==> src/rtl/fetch_pkg.sv <==
// Shared constants and state encoding for the instruction fetch unit.
package fetch_pkg;

  localparam logic [31:0] RESET_VECTOR_DEF = 32'h0000_0000;
  localparam logic [31:0] PC_INC           = 32'd4;

  typedef enum logic {
    ST_RUN  = 1'b0,
    ST_HALT = 1'b1
  } fetch_state_e;

endpackage

==> src/rtl/fetch_fifo.sv <==
// In-order instruction buffer; each entry holds {instruction word, PC}.
// Flush wins over push; a push while full is accepted only alongside a pop.
module fetch_fifo
  import fetch_pkg::*;
#(
  parameter  int unsigned WIDTH = 64,
  parameter  int unsigned DEPTH = 2,
  localparam int unsigned CW    = $clog2(DEPTH + 1),
  localparam int unsigned PW    = (DEPTH > 1) ? $clog2(DEPTH) : 1
) (
  input  logic             CLK,
  input  logic             rst_n,
  input  logic             push,
  input  logic             pop,
  input  logic             flush,
  input  logic [WIDTH-1:0] wdata,
  output logic [WIDTH-1:0] rdata,
  output logic             full,
  output logic             empty,
  output logic [CW-1:0]    count
);

  logic [WIDTH-1:0] mem_q [DEPTH];
  logic [WIDTH-1:0] mem_d [DEPTH];
  logic [PW-1:0]    wr_ptr_q, wr_ptr_d;
  logic [PW-1:0]    rd_ptr_q, rd_ptr_d;
  logic [CW-1:0]    count_q, count_d;
  logic             do_push, do_pop;

  function automatic logic [PW-1:0] ptr_inc(input logic [PW-1:0] p);
    if (p == PW'(DEPTH - 1)) return '0;
    return p + PW'(1);
  endfunction

  // Next pointers, occupancy and storage contents.
  always_comb begin
    do_pop   = pop && !empty;
    do_push  = push && (!full || do_pop);
    mem_d    = mem_q;
    wr_ptr_d = wr_ptr_q;
    rd_ptr_d = rd_ptr_q;
    count_d  = count_q;
    if (flush) begin
      wr_ptr_d = '0;
      rd_ptr_d = '0;
      count_d  = '0;
    end else begin
      if (do_push) begin
        mem_d[wr_ptr_q] = wdata;
        wr_ptr_d        = ptr_inc(wr_ptr_q);
      end
      if (do_pop) rd_ptr_d = ptr_inc(rd_ptr_q);
      count_d = count_q + CW'(do_push) - CW'(do_pop);
    end
  end

  // Storage and pointer registers.
  always_ff @(posedge CLK) begin
    if (!rst_n) begin
      for (int i = 0; i < DEPTH; i++) mem_q[i] <= '0;
      wr_ptr_q <= '0;
      rd_ptr_q <= '0;
      count_q  <= '0;
    end else begin
      mem_q    <= mem_d;
      wr_ptr_q <= wr_ptr_d;
      rd_ptr_q <= rd_ptr_d;
      count_q  <= count_d;
    end
  end

  assign full  = (count_q == CW'(DEPTH));
  assign empty = (count_q == '0);
  assign count = count_q;
  assign rdata = mem_q[rd_ptr_q];

endmodule

==> src/rtl/instr_fetch_unit.sv <==
// Instruction fetch: PC register, request credit, in-order buffer toward decode,
// redirect flush with late-response dropping, and a sticky halt on undefined instructions.
//
//   state   | meaning
//   --------+----------------------------------------------------------
//   ST_RUN  | fetching and presenting instructions
//   ST_HALT | stopped on an undefined instruction; only reset leaves it
module instr_fetch_unit
  import fetch_pkg::*;
#(
  parameter int unsigned      XLEN         = 32,
  parameter logic [XLEN-1:0]  RESET_VECTOR = XLEN'(RESET_VECTOR_DEF),
  parameter int unsigned      FIFO_DEPTH   = 2
) (
  input  logic            CLK,
  input  logic            rst_n,
  output logic            IMEM_Req,
  output logic [XLEN-1:0] IMEM_Addr,
  input  logic            IMEM_Gnt,
  input  logic            IMEM_Rvalid,
  input  logic [31:0]     IMEM_Rdata,
  output logic            Instr_Valid,
  input  logic            Instr_Ready,
  output logic [31:0]     Instr,
  output logic [XLEN-1:0] Instr_PC,
  input  logic            undef_instr,
  input  logic            Redirect,
  input  logic [XLEN-1:0] Redirect_Addr,
  output logic            Halted,
  output logic [XLEN-1:0] Trap_PC
);

  localparam int unsigned CW = $clog2(FIFO_DEPTH + 1);
  localparam int unsigned EW = 32 + XLEN;

  fetch_state_e    state_q, state_d;
  logic [XLEN-1:0] pc_q, pc_d;
  logic [XLEN-1:0] rsp_pc_q, rsp_pc_d;
  logic [XLEN-1:0] trap_pc_q, trap_pc_d;
  logic [CW-1:0]   out_cnt_q, out_cnt_d;
  logic [CW-1:0]   drop_cnt_q, drop_cnt_d;

  logic [CW-1:0]   fifo_count;
  logic            fifo_full, fifo_empty;
  logic [EW-1:0]   fifo_rdata;

  logic            running, head_valid, halt_evt, redirect_evt;
  logic            pop, push, grant, rsp_drop;
  logic [CW:0]     credit_used;
  logic [XLEN-1:0] redirect_pc;

  // rsp_pc tracks the address of the oldest response that will be kept,
  // which works because requests are sequential between redirects.
  always_comb begin
    running      = rst_n && (state_q == ST_RUN);
    head_valid   = running && !fifo_empty;
    halt_evt     = head_valid && Instr_Ready && undef_instr;
    redirect_evt = running && Redirect && !halt_evt;
    pop          = head_valid && Instr_Ready && !undef_instr;
    credit_used  = {1'b0, out_cnt_q} + {1'b0, fifo_count} - {{CW{1'b0}}, pop};
    IMEM_Req     = running && !Redirect && !(fifo_full && !pop) &&
                   (credit_used < (CW+1)'(FIFO_DEPTH));
    grant        = IMEM_Req && IMEM_Gnt;
    rsp_drop     = IMEM_Rvalid && (drop_cnt_q != '0);
    push         = IMEM_Rvalid && !rsp_drop && running && !redirect_evt && !halt_evt;
    redirect_pc  = Redirect_Addr & ~XLEN'(3);

    state_d    = halt_evt ? ST_HALT : state_q;
    out_cnt_d  = out_cnt_q + CW'(grant) - CW'(IMEM_Rvalid);
    drop_cnt_d = drop_cnt_q - CW'(rsp_drop);
    pc_d       = pc_q;
    rsp_pc_d   = rsp_pc_q;
    trap_pc_d  = trap_pc_q;

    if (grant) pc_d = pc_q + XLEN'(PC_INC);
    if (push)  rsp_pc_d = rsp_pc_q + XLEN'(PC_INC);
    if (redirect_evt) begin
      pc_d       = redirect_pc;
      rsp_pc_d   = redirect_pc;
      drop_cnt_d = out_cnt_d;
    end
    if (halt_evt) trap_pc_d = Instr_PC;
  end

  // State, PC and counter registers.
  always_ff @(posedge CLK) begin
    if (!rst_n) begin
      state_q    <= ST_RUN;
      pc_q       <= RESET_VECTOR;
      rsp_pc_q   <= RESET_VECTOR;
      trap_pc_q  <= '0;
      out_cnt_q  <= '0;
      drop_cnt_q <= '0;
    end else begin
      state_q    <= state_d;
      pc_q       <= pc_d;
      rsp_pc_q   <= rsp_pc_d;
      trap_pc_q  <= trap_pc_d;
      out_cnt_q  <= out_cnt_d;
      drop_cnt_q <= drop_cnt_d;
    end
  end

  fetch_fifo #(
    .WIDTH (EW),
    .DEPTH (FIFO_DEPTH)
  ) u_fifo (
    .CLK   (CLK),
    .rst_n (rst_n),
    .push  (push),
    .pop   (pop),
    .flush (redirect_evt),
    .wdata ({IMEM_Rdata, rsp_pc_q}),
    .rdata (fifo_rdata),
    .full  (fifo_full),
    .empty (fifo_empty),
    .count (fifo_count)
  );

  assign IMEM_Addr   = pc_q;
  assign Instr_Valid = head_valid;
  assign Instr       = head_valid ? fifo_rdata[EW-1:XLEN] : 32'h0;
  assign Instr_PC    = head_valid ? fifo_rdata[XLEN-1:0] : '0;
  assign Halted      = (state_q == ST_HALT);
  assign Trap_PC     = trap_pc_q;

endmodule
==> config.mk <==
export PLATFORM = sky130hd
export DESIGN_NAME = instr_fetch_unit
export DESIGN_NICKNAME = d
export VERILOG_FILES = /design/src/rtl/fetch_pkg.sv /design/src/rtl/fetch_fifo.sv /design/src/rtl/instr_fetch_unit.sv
export SDC_FILE = /design/constraint.sdc
export NUM_CORES = 1
export LEC_CHECK = 0
export CAP_MARGIN = 20
export CORE_UTILIZATION = 53
export CTS_CLUSTER_DIAMETER = 100
export CTS_CLUSTER_SIZE = 14
export DETAILED_ROUTE_END_ITERATION = 10
export GPL_ROUTABILITY_DRIVEN = 0
export GPL_TIMING_DRIVEN = 0
export PLACE_DENSITY = 0.81
export SETUP_SLACK_MARGIN = 0.4
export SLEW_MARGIN = 20
export SYNTH_ARGS = -nofsm -noshare
export SYNTH_HDL_FRONTEND = slang
export SYNTH_HIERARCHICAL = 1
export SYNTH_SLANG_ARGS = --single-unit
==> constraint.sdc <==
create_clock -name CLK -period 6.02 [get_ports CLK]
set_input_delay 0.903 -clock CLK [delete_from_list [all_inputs] [get_ports CLK]]
set_output_delay 0.903 -clock CLK [all_outputs]
set_load 0.01 [all_outputs]
== Yosys cells after proc, flatten, opt, wreduce, memory -nomap -nowiden ==
Index checks and enable logic that the tools add are counted.
W data, S select, Z words.
Word-level totals
  output and inout port bits: 131
  bits in registers: 233
Cells by class
  order comparisons: 4
  eq/ne operators: 1
  multiplexer cells: 23
  bitwise logic cells: 5
  $add $sub $neg: 11
  reduce and logical (&&, ||, !) cells: 36
Operator list (number)
  $mux W64: 4
  $mux W32: 6
  $bwmux W128: 1
  $add A32 B3 Y32 const B: 2
  $demux W64 S1: 1
  $logic_and A1 B1 Y1: 20
  $mux W1: 10
  $logic_not A1 Y1: 9
  $reduce_bool A2 Y1: 3
  $sub A2 B1 Y2: 3
  $add A2 B1 Y2: 2
  $ge A2 B2 Y1 const B: 2
  $not A1 Y2: 2
  $add A2 B2 Y3: 1
  $lt A3 B2 Y1 const B: 1
  $not A1 Y1: 3
  $sub A3 B1 Y3: 1
  $add A1 B1 Y1 const B: 2
  $eq A2 B2 Y1 const B: 1
  $logic_not A2 Y1: 1
  $lt A2 B1 Y1 const B: 1
  $mux W2: 1
  $reduce_and A2 Y1: 1
  $reduce_or A2 Y1: 1
  $logic_or A1 B1 Y1: 1

== Longest topological paths before layout ==
  depth in word-level cells: 14
  mapped depth: 15

== Modules after synthesis ==
Netlist, hierarchy kept.
By module, submodules not included
  fetch_fifo: times used 1, sequential area each 2642.5 um2, cells each 584, area an instance 5800.6 um2
  instr_fetch_unit: times used 1, sequential area each 1941.9 um2, cells each 663, area an instance 5178.7 um2

== Least setup slack after synthesis ==
Ideal clock, no wire load.
  path kind: input to register
  start point: input rst_n
  end point: register pc_q[29], in the netlist IMEM_Addr[29]
  slack: 1.573 ns
  stages: 12
  data required time: 5.946 ns
  arrival time: 4.373 ns
  cells stage by stage: clkbuf_1 > nand2b_1 > nor4b_1 > ha_1 > nand2b_1 > fa_1 > nand4bb_1 > a2111oi_4 > inv_2 > or3_4 > or4_1 > a31oi_1
On the way
  longest elaborated chain between the ends: 11
  elaborated cells on any way between the ends: 19
  those cells by class: 1 x add/sub; 1 x order compare; 1 x mux; 16 x reduce/logical
Ends and longest elaborated chain
  start, declared: RTL line instr_fetch_unit.sv:16  | input logic rst_n,
  $logic_and A1 B1 Y1 *: RTL line instr_fetch_unit.sv:55  | running = rst_n && (state_q == ST_RUN);
  $logic_and A1 B1 Y1 *: RTL line instr_fetch_unit.sv:56  | head_valid = running && !fifo_empty;
  $logic_and A1 B1 Y1 * (2 in series): RTL line instr_fetch_unit.sv:59  | pop = head_valid && Instr_Ready && !undef_instr;
  net pop: RTL line instr_fetch_unit.sv:48  | logic pop, push, grant, rsp_drop;
  parallel branches: the longest is 4 deep, another holds $sub A3 B1 Y3
  $logic_and A1 B1 Y1 *: RTL line instr_fetch_unit.sv:61  | IMEM_Req = running && !Redirect && !(fifo_full && !pop) &&
  $logic_and A1 B1 Y1 *: RTL line instr_fetch_unit.sv:63  | grant = IMEM_Req && IMEM_Gnt;
  $reduce_bool A2 Y1 (no line) *
  end signal, assigned: RTL line instr_fetch_unit.sv:96  | pc_q <= pc_d;
  end, declared: RTL line instr_fetch_unit.sv:37  | logic [XLEN-1:0] pc_q, pc_d;
Mark *: on every way through the listed nets, which the timed path passes.
A chain may end at the register's enable or synchronous reset.

== Final worst setup path ==
  start point: input rst_n
  end point: output IMEM_Req
On the way
  longest elaborated chain between the ends: 9
  elaborated cells on any way between the ends: 12
  those cells by class: 1 x add/sub; 1 x order compare; 10 x reduce/logical
Ends and longest elaborated chain
  $logic_and A1 B1 Y1 *: RTL line instr_fetch_unit.sv:55
  $logic_and A1 B1 Y1 *: RTL line instr_fetch_unit.sv:56
  $logic_and A1 B1 Y1 * (2 in series): RTL line instr_fetch_unit.sv:59
  net pop: RTL line instr_fetch_unit.sv:48
  parallel branches: the longest is 4 deep, another holds $sub A3 B1 Y3
  $logic_and A1 B1 Y1 *: RTL line instr_fetch_unit.sv:61
  end, declared: RTL line instr_fetch_unit.sv:17  | output logic IMEM_Req,
Marks and branches as above.

==> metrics <==
nets=1,549; maximum VDD drop=0.000166 V; Clock Latency Late Sink=500 ps; top post-synthesis cells by area=dfxtp_1 (42%), mux2i_1 (12%), nand2_1 (9.8%); DR vias=9,978; Multi-input gate area=5910 um^2; Initial DRC Count=795; type of the worst setup path=input pin to primary output; Die X=146 um; Site Rows=52; worst min-delay path category=register to register; CTS tree=done; Pre-Repair DR Iteration Count=7; Wirelength per Cell=18.5 um; number of synthesized register bits=229; Syn Area/Cell=8.80 um^2; Synth Flop Type=dfxtp_1; Pins Over Slew Limit=0; crit start category=input pin; Area Growth Syn to Fin=26.3%; WP data required=5120 ps; Pwr Density=228 nW/um^2; Num CTS Buffers=20; number of diodes=0; vias per inst=5.74; crit path DAT=4460 ps; first-pass GRT wire length=50,900 um; Die H=146 um; share of the synthesized area in the top cell type=41.8%; hold wc startpoint=Trap_PC[13]$_SDFFE_PN0P_; Fin Setup TNS=0 ps; largest net degree at the start of global routing=15; final hold violation count=0; worst slew pin tran=949 ps; worst flop-to-flop path startpoint=Halted$_SDFFE_PN0P_; final WL=32,100 um; Clock Tree Buf Depth=3; residual overflow from global routing=0; Setup crit start=rst_n; core area=20,300 um^2; Yosys top cell by area=dfxtp_1; Post-Syn Instances=1,247; register-to-register setup slack=2070 ps; Seq. cell area=4580 um^2; die area=21,300 um^2; Post-DP HPWL=23,200 um; # H-tree levels=1; Post-synth top cells=nand2_1 (288), dfxtp_1 (229), mux2i_1 (129); CP max FO=9; vias in the first global route=9,822; layout cells sized above 1=8.30%; # clock sinks=229; Clock transition at path regs=60 ps; Root Driver=clkbuf_16; Layout fillers=1,627; GRT Util Overall=29.7%; clk_skew=13.1 ps; Max Cap Viol=0; final period utilization=89.0%; status=finished, final reports clean; top-count cell post-synth=nand2_1; post-synth cell types=67; Final Total Pwr=0.00316 W; Post-synth EDFFs=0; Post-Syn Area=11,000 um^2; crit path time final=5360 ps; synth warn=6; I/O pins=202; Routed Antenna Nets=0; postcts setup bufs=0; fmax=187 MHz; sequential area share after synthesis=41.8%; Slew HR=36.7%; post-synthesis async set-or-reset flop share=0%; RSZ-0062 raised after global routing=false; initial antenna violation count=0; final setup fails=0; DR DRC count=0; Leakage=5.17 nW; Initial Utilization=54.1%; port buffer count=197; Setup crit end kind=primary output
## state kept, by name, summed over array words and instances, names as in the netlist
name,count
Trap_PC,32
out_cnt_q,2
IMEM_Addr,30
rsp_pc_q,30
u_fifo/count,2
drop_cnt_q,2
u_fifo/rd_ptr_q,1
Halted,1
u_fifo/mem_q,128
u_fifo/wr_ptr_q,1
## cell families after synthesis
group / count (synthesis) / share of synthesized area (%)
AND/OR/NAND/NOR: 501 / 21.4
flip-flops: 229 / 41.8
multiplexers: 194 / 18.4
AO/OA/AOI/OAI: 173 / 9.74
buffers and inverters: 105 / 4.79
XOR/XNOR: 35 / 2.79
adder cells (fa/ha/maj): 9 / 1.09
other: 1 / 0.0342
## where the power goes
group / leakage, nW / total [W] / internal [W] / switching [W]
clock network: 0.265 / 0.00116 / 0.000619 / 0.000546
logic: 3.05 / 0.000372 / 0.000174 / 0.000198
registers: 1.86 / 0.00162 / 0.00157 / 0.0000563
## worst max-delay path, stage by stage
cell and delay [ps]:
clkdlybuf4s50_1 580, clkbuf_2 280, nand2b_1 200, nor4b_4 370, ha_1 300, nand2b_1 150
fa_1 520, nand4bb_2 220, a211o_1 300, inv_1 80, clkdlybuf4s50_1 540
## what timing repair did
item,in CTS,in global routing
resized for setup,2,3
endpoints found under the hold margin,0,0
hold buffers,0,0
endpoints found under the setup margin,1,1
## per-stage QoR
stage                     std cells  hold slack (ps)  utilization [%]  setup WS (ps)  instance area [um^2]
after floorplan                1250              431                -           1570                 11000
after global placement         1717              438             65.5            184                 13300
after detailed placement       1717              446             65.6            113                 13300
after CTS                      1739              456             68.3            434                 13900
after global routing           1739              474             68.3            498                 13900
final                          1739              453             68.3            662                 13900
## path summary, 6_finish.rpt
kind / cells past startpoint / end
worst min-delay path: 2 / Trap_PC[13]$_SDFFE_PN0P_
worst max register to register: 10 / IMEM_Addr[31]$_SDFFE_PN0P_
worst min register to register: 2 / Trap_PC[13]$_SDFFE_PN0P_
worst max-delay path: 11 / IMEM_Req
## layout make-up
class	instances	area share, %
flip-flops and latches	229	33.1
plain buffers	84	3.23
inverters	21	0.569
well taps	270	2.44
clock inverters	1	0.0812
clock buffers	21	3.79
multi-input cells	916	42.6
repair buffers	197	14.2
## routing by layer
metal  share of wire [%]  GRT usage [%]  vias to the layer above
met4                 3.2           11.5                        0
met5                   0              0                        -
met1                  43           38.5                     4692
met3                 7.0           3.23                       77
li1                    -              -                     4752
met2                  46           50.5                      457
## cell usage in the layout, fill, tap and decap left out, types with 3 or more instances in the layout
master           instances
inv_2                    4
ha_1                     8
xor2_1                  23
a31oi_1                 15
o21a_1                   3
conb_1                   4
o311ai_0                 4
o21ai_0                 39
inv_1                   17
clkdlybuf4s50_1        197
dfxtp_1                229
nand3_1                 31
nor2_1                  31
mux2_2                  65
clkbuf_1                64
nand2b_1                 5
mux2i_1                129
o31ai_1                  4
nand2_1                288
xnor2_1                 12
and2_1                  68
a311oi_1                 3
or4_1                   11
a21oi_1                 71
clkbuf_16               21
and3_1                   7
a22oi_1                  4
nor3_1                   7
nand4_1                 18
o211ai_1                 7
a211oi_1                 4
o2111ai_1                3
nor4_1                   9
buf_12                   7
buf_2                    8
or3_1                    5
(Power assumes the default switching activity.)
